### src/rtl/sb_drive_sequencer.sv
// Timed drive-manoeuvre sequencer: queues (op, duration) commands and plays them out on the
// motor turn code, inserting a stop dead-time whenever the drive direction changes.
module sb_drive_sequencer #(
  parameter int TICK_DIV = 50_000,
  parameter int DUR_W    = 12,
  parameter int QDEPTH   = 4,
  parameter int DEAD_TK  = 20,
  localparam int AW      = $clog2(QDEPTH),
  localparam int CW      = AW + 1
) (
  input  logic             clk_50,
  input  logic             reset,
  input  logic             cmd_valid,
  output logic             cmd_ready,
  input  logic [2:0]       cmd_op,
  input  logic [DUR_W-1:0] cmd_dur,
  input  logic             abort,
  output logic [2:0]       turn,
  output logic             busy,
  output logic             done,
  output logic [CW-1:0]    q_count
);

  localparam int         PW      = $clog2(TICK_DIV + 1);
  localparam logic [2:0] OP_STOP = 3'b000;

  typedef enum logic [2:0] {S_IDLE, S_LOAD, S_DEAD, S_RUN, S_DONE} state_t;

  typedef struct packed {
    logic [2:0]       op;
    logic [DUR_W-1:0] dur;
  } cmd_t;

  state_t           state;
  cmd_t             mem [QDEPTH];
  cmd_t             head;
  logic [AW-1:0]    wr_ptr, rd_ptr;
  logic [CW-1:0]    count;
  logic [2:0]       op_r, last_op;
  logic [DUR_W-1:0] dur_r, ticks;
  logic [PW-1:0]    presc;
  logic             push, pop, tick_end, dead_end, run_end, reverse;

  // Unused opcodes 101-111 are played out as stop.
  function automatic logic [2:0] norm_op(input logic [2:0] op);
    return (op > 3'b100) ? OP_STOP : op;
  endfunction

  assign cmd_ready = (count != CW'(QDEPTH)) && !abort && !reset;
  assign push      = cmd_valid && cmd_ready;
  assign pop       = (count != '0) && ((state == S_IDLE) || (state == S_DONE)) && !abort && !reset;
  assign head      = mem[rd_ptr];
  assign tick_end  = (presc == PW'(TICK_DIV - 1));
  assign dead_end  = tick_end && (ticks == DUR_W'(DEAD_TK - 1));
  // A zero duration drives continuously until another command is waiting.
  assign run_end   = (dur_r == '0) ? (count != '0) : (tick_end && (ticks == dur_r - 1'b1));
  assign reverse   = (op_r != last_op) && (op_r != OP_STOP) && (last_op != OP_STOP);
  assign busy      = (state != S_IDLE) || (count != '0);
  assign q_count   = count;

  // NOTE: the command store has no reset; count and the pointers decide what is valid, so stale entries are never read.
  always_ff @(posedge clk_50) begin
    if (push) mem[wr_ptr] <= {cmd_op, cmd_dur};
  end

  always_ff @(posedge clk_50) begin
    if (reset) begin
      state   <= S_IDLE;
      turn    <= OP_STOP;
      done    <= 1'b0;
      op_r    <= OP_STOP;
      dur_r   <= '0;
      last_op <= OP_STOP;
      presc   <= '0;
      ticks   <= '0;
      wr_ptr  <= '0;
      rd_ptr  <= '0;
      count   <= '0;
    end else if (abort) begin
      // Flush and stop at once; last_op is kept so the next reversal still gets its dead-time.
      state  <= S_IDLE;
      turn   <= OP_STOP;
      done   <= 1'b0;
      wr_ptr <= '0;
      rd_ptr <= '0;
      count  <= '0;
    end else begin
      done <= 1'b0;
      if (push) wr_ptr <= wr_ptr + 1'b1;
      if (pop)  rd_ptr <= rd_ptr + 1'b1;
      if (push && !pop)      count <= count + 1'b1;
      else if (pop && !push) count <= count - 1'b1;

      if (tick_end) begin
        presc <= '0;
        ticks <= ticks + 1'b1;
      end else begin
        presc <= presc + 1'b1;
      end

      case (state)
        S_IDLE: begin
          turn <= OP_STOP;
          if (pop) begin
            state <= S_LOAD;
            op_r  <= norm_op(head.op);
            dur_r <= head.dur;
          end
        end
        S_LOAD: begin
          presc <= '0;
          ticks <= '0;
          if (reverse) begin
            state <= S_DEAD;
            turn  <= OP_STOP;
          end else begin
            state <= S_RUN;
            turn  <= op_r;
            if (op_r != OP_STOP) last_op <= op_r;
          end
        end
        S_DEAD: begin
          if (dead_end) begin
            state   <= S_RUN;
            presc   <= '0;
            ticks   <= '0;
            turn    <= op_r;
            last_op <= op_r;
          end
        end
        S_RUN: begin
          if (run_end) begin
            state <= S_DONE;
            done  <= 1'b1;
          end
        end
        S_DONE: begin
          // turn is left alone here so back-to-back identical ops never glitch through stop.
          if (pop) begin
            state <= S_LOAD;
            op_r  <= norm_op(head.op);
            dur_r <= head.dur;
          end else begin
            state <= S_IDLE;
            turn  <= OP_STOP;
          end
        end
        default: begin
          state <= S_IDLE;
          turn  <= OP_STOP;
        end
      endcase
    end
  end

endmodule
### config.mk
export PLATFORM = sky130hd
export DESIGN_NAME = sb_drive_sequencer
export DESIGN_NICKNAME = d
export VERILOG_FILES = /design/src/rtl/sb_drive_sequencer.sv
export SDC_FILE = /design/constraint.sdc
export NUM_CORES = 1
export LEC_CHECK = 0
export BUFFER_PORTS_ARGS = -buffer_cell sky130_fd_sc_hd__buf_2
export CORE_AREA = 5 5 150 152
export CTS_CLUSTER_DIAMETER = 100
export DETAILED_ROUTE_END_ITERATION = 8
export DIE_AREA = 0 0 155 157
export PLACE_DENSITY_LB_ADDON = 0.08
export RECOVER_POWER = 25
export SYNTH_ARGS = -nofsm -noshare
export SYNTH_HDL_FRONTEND = slang
export SYNTH_SLANG_ARGS = --single-unit
### constraint.sdc
create_clock -name clk_50 -period 6.8 [get_ports clk_50]
set_clock_uncertainty 0.2 [all_clocks]
set_input_delay 0 -clock clk_50 [delete_from_list [all_inputs] [get_ports clk_50]]
set_output_delay 0 -clock clk_50 [all_outputs]
set_load 0.005 [all_outputs]
### Yosys cells after proc, flatten, opt, wreduce, memory -nomap -nowiden

Memories as Yosys holds them, arrays and structs flattened. A register that Yosys moved wholly into a read port is not among the register bits.
Index checks and enable logic that the tools add are counted.

| storage, ports and cells | value |
|---|---|
| memories kept | 1 |
| logic and storage cells | 98 |
| output and inout port bits | 9 |
| RAM bits | 60 |
| input port bits | 19 |
| bits in registers | 60 |

| operators by class | value |
|---|---|
| reduce and logical (&&, ||, !) cells | 33 |
| magnitude comparators | 1 |
| bitwise logic cells | 2 |
| eq/ne operators | 15 |
| add/subtract/negate cells | 7 |
| mux-type cells | 28 |

Memories:

| name | words | bits a word | rd ports | clocked after memory_dff | wr ports | line | RTL |
|---|---|---|---|---|---|---|---|
| mem | 4 | 15 | 1 | 1 | 1 | 35 | `cmd_t mem [QDEPTH];` |

Operators by type and width:

| operator | number |
|---|---|
| $mux W3 | 11 |
| $mux W16 | 2 |
| $pmux W16 S2 | 1 |
| $mux W12 | 2 |
| $pmux W12 S2 | 1 |
| $add A16 B1 Y16 const B | 1 |
| $eq A16 B16 Y1 const B | 1 |
| $pmux W3 S5 | 1 |
| $add A12 B1 Y12 const B | 1 |
| $eq A12 B12 Y1 | 1 |
| $eq A12 B5 Y1 const B | 1 |
| $logic_and A1 B1 Y1 | 12 |
| $logic_not A12 Y1 | 1 |
| $ne A2 B2 Y1 const B | 6 |
| $pmux W3 S4 | 1 |
| $reduce_bool A3 Y1 | 4 |
| $sub A12 B1 Y12 const B | 1 |
| $reduce_and A3 Y1 | 3 |
| $eq A3 B2 Y1 const B | 2 |
| $mux W1 | 6 |
| $pmux W3 S2 | 1 |
| $reduce_and A5 Y1 | 1 |
| $add A2 B1 Y2 const B | 2 |
| $logic_not A1 Y1 | 4 |
| 14 further kinds | 19 |

### Longest topological paths before layout

Gate-level depths: netlist of run 1.

| logic depth | value |
|---|---|
| depth after elaboration | 8 |
| gate-level depth with buffers | 11 |
| mapped depth without buffers | 9 |

### Worst setup path before layout of run 1

No wires, ideal clock.

| timing | value |
|---|---|
| path type | flip-flop to flip-flop |
| start | register count[0] (netlist: q_count[0]) |
| end | register count[2] (netlist: q_count[2]) |
| period minus slack after synthesis | 2.786 ns |
| path buffers | 1 |
| arrival | 2.515 ns |
| setup time | 0.071 ns |
| cell stages (with the launch flop) | 11 |
| data required time | 6.529 ns |
| path slack | 4.014 ns |
| cells stage by stage | dfxtp_1 -> nor3_1 -> nor4_4 -> clkinv_1 -> clkbuf_1 -> ha_1 -> inv_1 -> fa_1 -> xor2_1 -> or3_1 -> a21oi_1 |

| between the ends | value |
|---|---|
| word-level cells in the longest chain between the ends | 7 |
| elaborated cells between the ends (all ways) | 17 |
| classes of those cells | 2 x add/sub; 1 x eq/ne; 2 x mux; 12 x reduce/logical |

RTL lines:

| what | line | RTL |
|---|---|---|
| from (decl) | 38 | `logic [CW-1:0] count;` |
| from (signal assigned) | 91 | `if (push && !pop) count <= count + 1'b1;` |
| from (signal assigned) | 92 | `else if (pop && !push) count <= count - 1'b1;` |
| parallel branches: the longest is 7 deep, another holds $sub A3 B1 Y3 | - |  |

Several ways; the timed one is not identified. The select of a mux whose other input is x is not followed.
A chain may end at the register's enable or synchronous reset.

### Final worst setup path of run 1

| timing | value |
|---|---|
| start | input reset |
| end | register count[2] (netlist: q_count[2]) |

| between the ends | value |
|---|---|
| word-level cells in the longest chain between the ends | 6 |
| elaborated cells between the ends (all ways) | 11 |
| classes of those cells | 1 x mux; 10 x reduce/logical |

RTL lines:

| what | line | RTL |
|---|---|---|
| from (decl) | 12 | `input logic reset,` |
| $logic_not A1 Y1 | 49, 51 |  |
| $logic_and A1 B1 Y1 | 49 | `assign cmd_ready = (count != CW'(QDEPTH)) && !abort && !reset;` |
| $logic_and A1 B1 Y1 | 50 | `assign push = cmd_valid && cmd_ready;` |
| $logic_not A1 Y1 | 92 |  |
| $logic_and A1 B1 Y1 | 92 |  |
| $reduce_bool A2 Y1 (no source line) | - |  |

Several ways; a longest one is shown, not always the timed one.

==> flow_summary.ini, run 1 <==
[grt]
grt_first_pass_wirelength_mm = 19.71
grt-ovfl-total = 0
grt_usage = 0.1041
first_global_vias = 3637
grt_antenna_before_repair = 0
grt_max_degree = 20

[synthesis]
synth_edf_count = 60
async_reset_ff_frac = 0
synth.area.top_cells = edfxtp_1, dfxtp_1, mux4_2, xor2_1, nor2_1
ys_types = 58
ys_ff_latch = 122
synth_cells = 466
syn-mean-instance-area_um2 = 11.55
yosysTopAreaCell = edfxtp_1
synth_top_cell_area_share = 0.3348
netlist_area_mm2 = 0.005381
synth_nets = 494
ys.flop_type = dfxtp_1
yosys_warnings = 0
ys_seq_area_frac = 0.5654

[cells_and_area]
syn2layout_area_growth_pct = 21.69
drive_gt1_frac = 0.1412
antenna_cells = 0
final_cell_mix = dfxtp_1, edfxtp_1, nor2_1
utilization = 0.3135
fillers = 2136
fin_nets = 539
final_area_mm2 = 0.006549
final_common_cell = dfxtp_1

[clock_network]
cts_sinks = 122
cts_buffers = 17
htree_levels = 4
cts_buffer_depth = 2
cts_tree = yes
clock_latency_ps = 410
cts_setup_buffers = 0
cts-resized-gates = 0
cts-root-buf = clkbuf_16
clkTransAtPathRegs_ps = 60

[sta]
setup_viol = 0
period_minus_slack_ps = 3544
slew_viol_final = 0
timing.slew.headroom = 0.2733
worst_pin_slew_ps = 1083
rsz0062_at_grt = false
finalHoldViolCount = 0
final_min_period_over_clock_period = 0.5212
setup_tns_ps = 0
fmax_mhz = 282.1

[placed_design]
placed_area_mm2 = 0.005783
place.gp.congestion = 0.7076
io_buffers = 27
dp_hpwl_mm = 8.156

[floorplanning]
initial_core_util = 0.2576
rows = 53
die_w_um = 155
ioPinCount = 28
fp.dieH_um = 157
coreArea_mm2 = 0.02089
die_area_mm2 = 0.02434

[pwr]
power.leakage_nw = 2.262
p_per_area_mw_per_mm2 = 272.3
peakVddDrop_v = 0.0001693

[detailed_routing]
wl_met1_mm = 5.566
drtPass1Iterations = 5
drt-initial-drc-count = 154
ant_nets = 0
drcViolationCount = 0
routedWlPerCell_um = 14.90
met2_length_mm = 5.849
wl_mm = 11.90
met3_length_um = 347
top_layer = met4
vias_per_cell = 4.414
vias = 3527

[critical_path]
crit_chain = dlygate4sd3_1, buf_2, or2_2, nor4_4, clkinv_1, ha_1, inv_1, fa_1, xor2_1, or3_1, a21oi_1
crit_arrival_ps = 3690
cp-end-kind = flop
crit_required_ps = 6940
critPathMaxStageDelay_ps = 660
worst_path_max_delay_cell = nor4_4
cp-start-kind = primary input
critPathKind = in2reg
path_max_fanout = 19

[flow_run]
cap_violations = 0

[min_path]
min_path_type = in2reg

[outcome]
run_status = completed
-- per-layer routing --
metal	vias up	track usage
met4	0	0.03785
met3	8	0.02832
met5	-	0
met2	50	0.1739
li1	1789	-
met1	1680	0.1295
-- cells in the mapped netlist (8+ instances only) --
master and number:
and3_1 8, ha_1 8, a21oi_1 22, xor2_1 25
nand2_1 55, nor3_1 10, nor2_1 58, xnor2_1 21
nand3_1 9, mux4_2 15, dfxtp_1 62, clkbuf_1 14
edfxtp_1 60
-- metrics by stage --
step           hold WS, ps  total power (W)  worst slack (ps)  std cells
2_1_floorplan       -101.1        0.0008511              4014        466
3_3_place_gp         12.21        0.0008774              3426        749
3_5_place_dp         18.02        0.0008779              3280        749
4_1_cts              110.8         0.001818              3155        799
5_1_grt              173.0         0.001859              2820        799
6_report             158.5         0.001783              3256        799
-- power breakdown --
| part | total (W) | internal, W | switching [W] |
|---|---|---|---|
| Combinational | 0.0000818 | 0.0000354 | 0.0000464 |
| Clock | 0.000916 | 0.000554 | 0.000363 |
| Sequential | 0.000785 | 0.000778 | 0.00000658 |
| Total | 0.00178 | 0.00137 | 0.000416 |
-- final timing paths --
path / startpoint / to / slack (ps) / cells after the start
hold reg to reg: dur_r[1]$_SDFFE_PP0P_ / dur_r[1]$_SDFFE_PP0P_ / 280 / 2
setup / recovery: reset / q_count[2]$_SDFFE_PP0P_ / 3260 / 11
hold / removal: cmd_dur[11] / mem[2][11]$_DFFE_PP_ / 160 / 2
setup reg to reg: q_count[0]$_SDFFE_PP0P_ / q_count[2]$_SDFFE_PP0P_ / 3530 / 9
-- cell families after synthesis --
group / synth area share
and+or+nand+nor: 0.1776
xor gates and xnor gates: 0.07487
buffers and inverters: 0.02139
DFF: 0.5655
adders and majority gates: 0.02232
muxes: 0.06464
AOI/OAI and AO/OA: 0.07371
-- state kept, by name (all words and copies together), names as in the netlist, 2 cells and up, named ones only --
register and cells:
mem 60, presc 16, dur_r 12, ticks 12, last_op 3, op_r 3
q_count 3, state 3, turn 3, rd_ptr 2, wr_ptr 2
-- area by class of cell --
| cell class | instances | area [um^2] | area share |
|---|---|---|---|
| Inverter | 8 | 30.03 | 0.004585 |
| Sequential cell | 122 | 3043 | 0.4647 |
| Timing Repair Buffer | 46 | 306.5 | 0.04681 |
| Multi-Input combinational cell | 316 | 2223 | 0.3395 |
| Clock buffer | 17 | 425.4 | 0.06496 |
| Tap cell | 275 | 344.1 | 0.05254 |
| Clock inverter | 15 | 176.4 | 0.02694 |
-- worst max-delay path, delay by kind of cell --
family	cells	cell delay [ps]
AND/OR/NAND/NOR	3	1410
AO/OA/AOI/OAI	1	140
buffers and inverters	4	1460
adder cells (fa/ha/maj)	2	590
XOR/XNOR	1	70
-- repair_timing --
action | 4_1_cts | 5_1_grt
hold buffers | 18 | 0
endpoints found under the setup margin | 0 | 0
hold endpoints to repair | 83 | 0
(Power assumes the default switching activity.)
==> run 2, diff against run 1 <==
==> constraint.sdc (replaced) <==
create_clock -name clk_50 -period 3.6 [get_ports clk_50]
set_clock_uncertainty 0.2 [all_clocks]
set_input_delay 0 -clock clk_50 [delete_from_list [all_inputs] [get_ports clk_50]]
set_output_delay 0 -clock clk_50 [all_outputs]
set_load 0.005 [all_outputs]
==> flow_summary.ini, run 2 (same netlist as run 1, synthesis figures left out) <==
[placed_design]
place.gp.congestion = 0.7561
placed_area_mm2 = 0.005843
io_buffers = 27
dp_worst_setup_slack_ps = 835.7
dp_hpwl_mm = 8.032

[cells_and_area]
final_common_cell = dfxtp_1
final-seq-area_mm2 = 0.003043
fillers = 2117
top_regs = mem x60, presc x16
top_register = mem
syn2layout_area_growth_pct = 22.32
antenna_cells = 0
final_area_mm2 = 0.006583
drive_gt1_frac = 0.1523
largest_reg_flops = 60
multi_input_area_mm2 = 0.002223
final_cell_mix = dfxtp_1, edfxtp_1, nor2_1
fin_nets = 547

[clock_network]
cts-resized-gates = 0
cts_setup_buffers = 0
clock_latency_ps = 410
cts_tree = yes
clkTransAtPathRegs_ps = 60
cts-root-buf = clkbuf_16
cts_sinks = 122
cts_buffer_depth = 2
htree_levels = 4
cts_buffers = 17

[grt]
grt_first_pass_wirelength_mm = 19.62
grt_usage = 0.1035
grt_max_degree = 20
grt_antenna_before_repair = 0
first_global_vias = 3578
grt-ovfl-total = 0

[detailed_routing]
drt-initial-drc-count = 127
ant_nets = 0
vias = 3564
routedWlPerCell_um = 14.59
vias_per_cell = 4.416
drcViolationCount = 0
drtPass1Iterations = 4
wl_mm = 11.77

[sta]
slew_viol_final = 0
worst_pin_slew_ps = 832.3
final_min_period_over_clock_period = 0.8003
finalHoldViolCount = 0
setup_tns_ps = 0
timing.slew.headroom = 0.4444
period_minus_slack_ps = 2881
fmax_mhz = 347.1
fin_ws_ps = 719.0
setup_viol = 0
hold_slack_ps = 146.8
rsz0062_at_grt = false

[floorplanning]
ioPinCount = 28
rows = 53
fp.dieH_um = 157
initial_core_util = 0.2576
coreArea_mm2 = 0.02089
die_area_mm2 = 0.02434
die_w_um = 155

[outcome]
run_status = completed

[critical_path]
path_max_fanout = 19
worstReg2RegStart = ticks[0]$_SDFFE_PP0N_
path_depth = 11
worstSetupStartpoint = reset
cp_top_family = simple AND/OR/NAND/NOR gates
critPathMaxStageDelay_ps = 530
critPathKind = in2reg
path_buf_inv = 3
reg2regPathDepth = 7
crit_arrival_ps = 3020
cp-end-kind = flop
cp-start-kind = primary input
crit_chain = dlygate4sd3_1, buf_2, or2_2, a21oi_1, and2_1, ha_1, inv_1, fa_1, xor2_1, or3_1, a21oi_1
endpoint = q_count[2]$_SDFFE_PP0P_
crit_top_cell = a21oi_1
worst_path_max_delay_cell = dlygate4sd3_1
crit_required_ps = 3740
r2r_end = ticks[11]$_SDFFE_PP0N_
rrSetupSlack_ps = 1010

[flow_run]
cap_violations = 0

[pwr]
power_w = 0.003313
power.leakage_nw = 2.290
peakVddDrop_v = 0.0002781
p_per_area_mw_per_mm2 = 503.2

[min_path]
min_path_type = in2reg
==> run 2: power by group <==
part           switching [W]  leakage (nW)  total, W  internal [W]
sequential         0.0000123          1.04   0.00148       0.00147
clock               0.000698         0.278   0.00167      0.000975
combinational      0.0000866         0.970  0.000157     0.0000705
total               0.000797          2.29   0.00331       0.00252
==> run 2: how the worst min path moves through the flow <==
stage	to	depth (start not counted)	startpoint
finish	mem[2][2]$_DFFE_PP_	2	cmd_dur[2]
global route	mem[1][2]$_DFFE_PP_	2	cmd_dur[2]
CTS	mem[2][12]$_DFFE_PP_	2	cmd_op[0]
detailed placement	mem[3][8]$_DFFE_PP_	1	cmd_dur[8]
global placement	mem[1][4]$_DFFE_PP_	1	cmd_dur[4]
floorplan	mem[0][0]$_DFFE_PP_	0	cmd_dur[0]
==> run 2: final cells by class <==
class,count,area share
clock inverter,15,0.02281
sequential,122,0.4623
multi-input combinational,316,0.3378
clock buffer,17,0.06463
inverter,8,0.004562
tap,275,0.05227
timing repair buffer,54,0.05569
==> run 2: metal layers <==
layer / up-vias / routed length, um / global-route usage
met1: 1714 / 5559 / 0.1313
met4: 0 / 132 / 0.02775
met5: - / 0 / 0
li1: 1802 / - / -
met3: 10 / 332 / 0.03409
met2: 38 / 5748 / 0.1706
==> run 2: per-stage QoR <==
step           utilization  instances
6_report            0.3151        807
5_1_grt             0.3151        807
4_1_cts             0.3159        807
3_5_place_dp        0.2797        757
3_3_place_gp        0.2797        757
2_1_floorplan            -        466
==> run 2: timing repair <==
item / in CTS / in global routing
hold endpoints to repair: 83 / 0
endpoints found under the setup margin: 0 / 0
hold buffers: 18 / 0
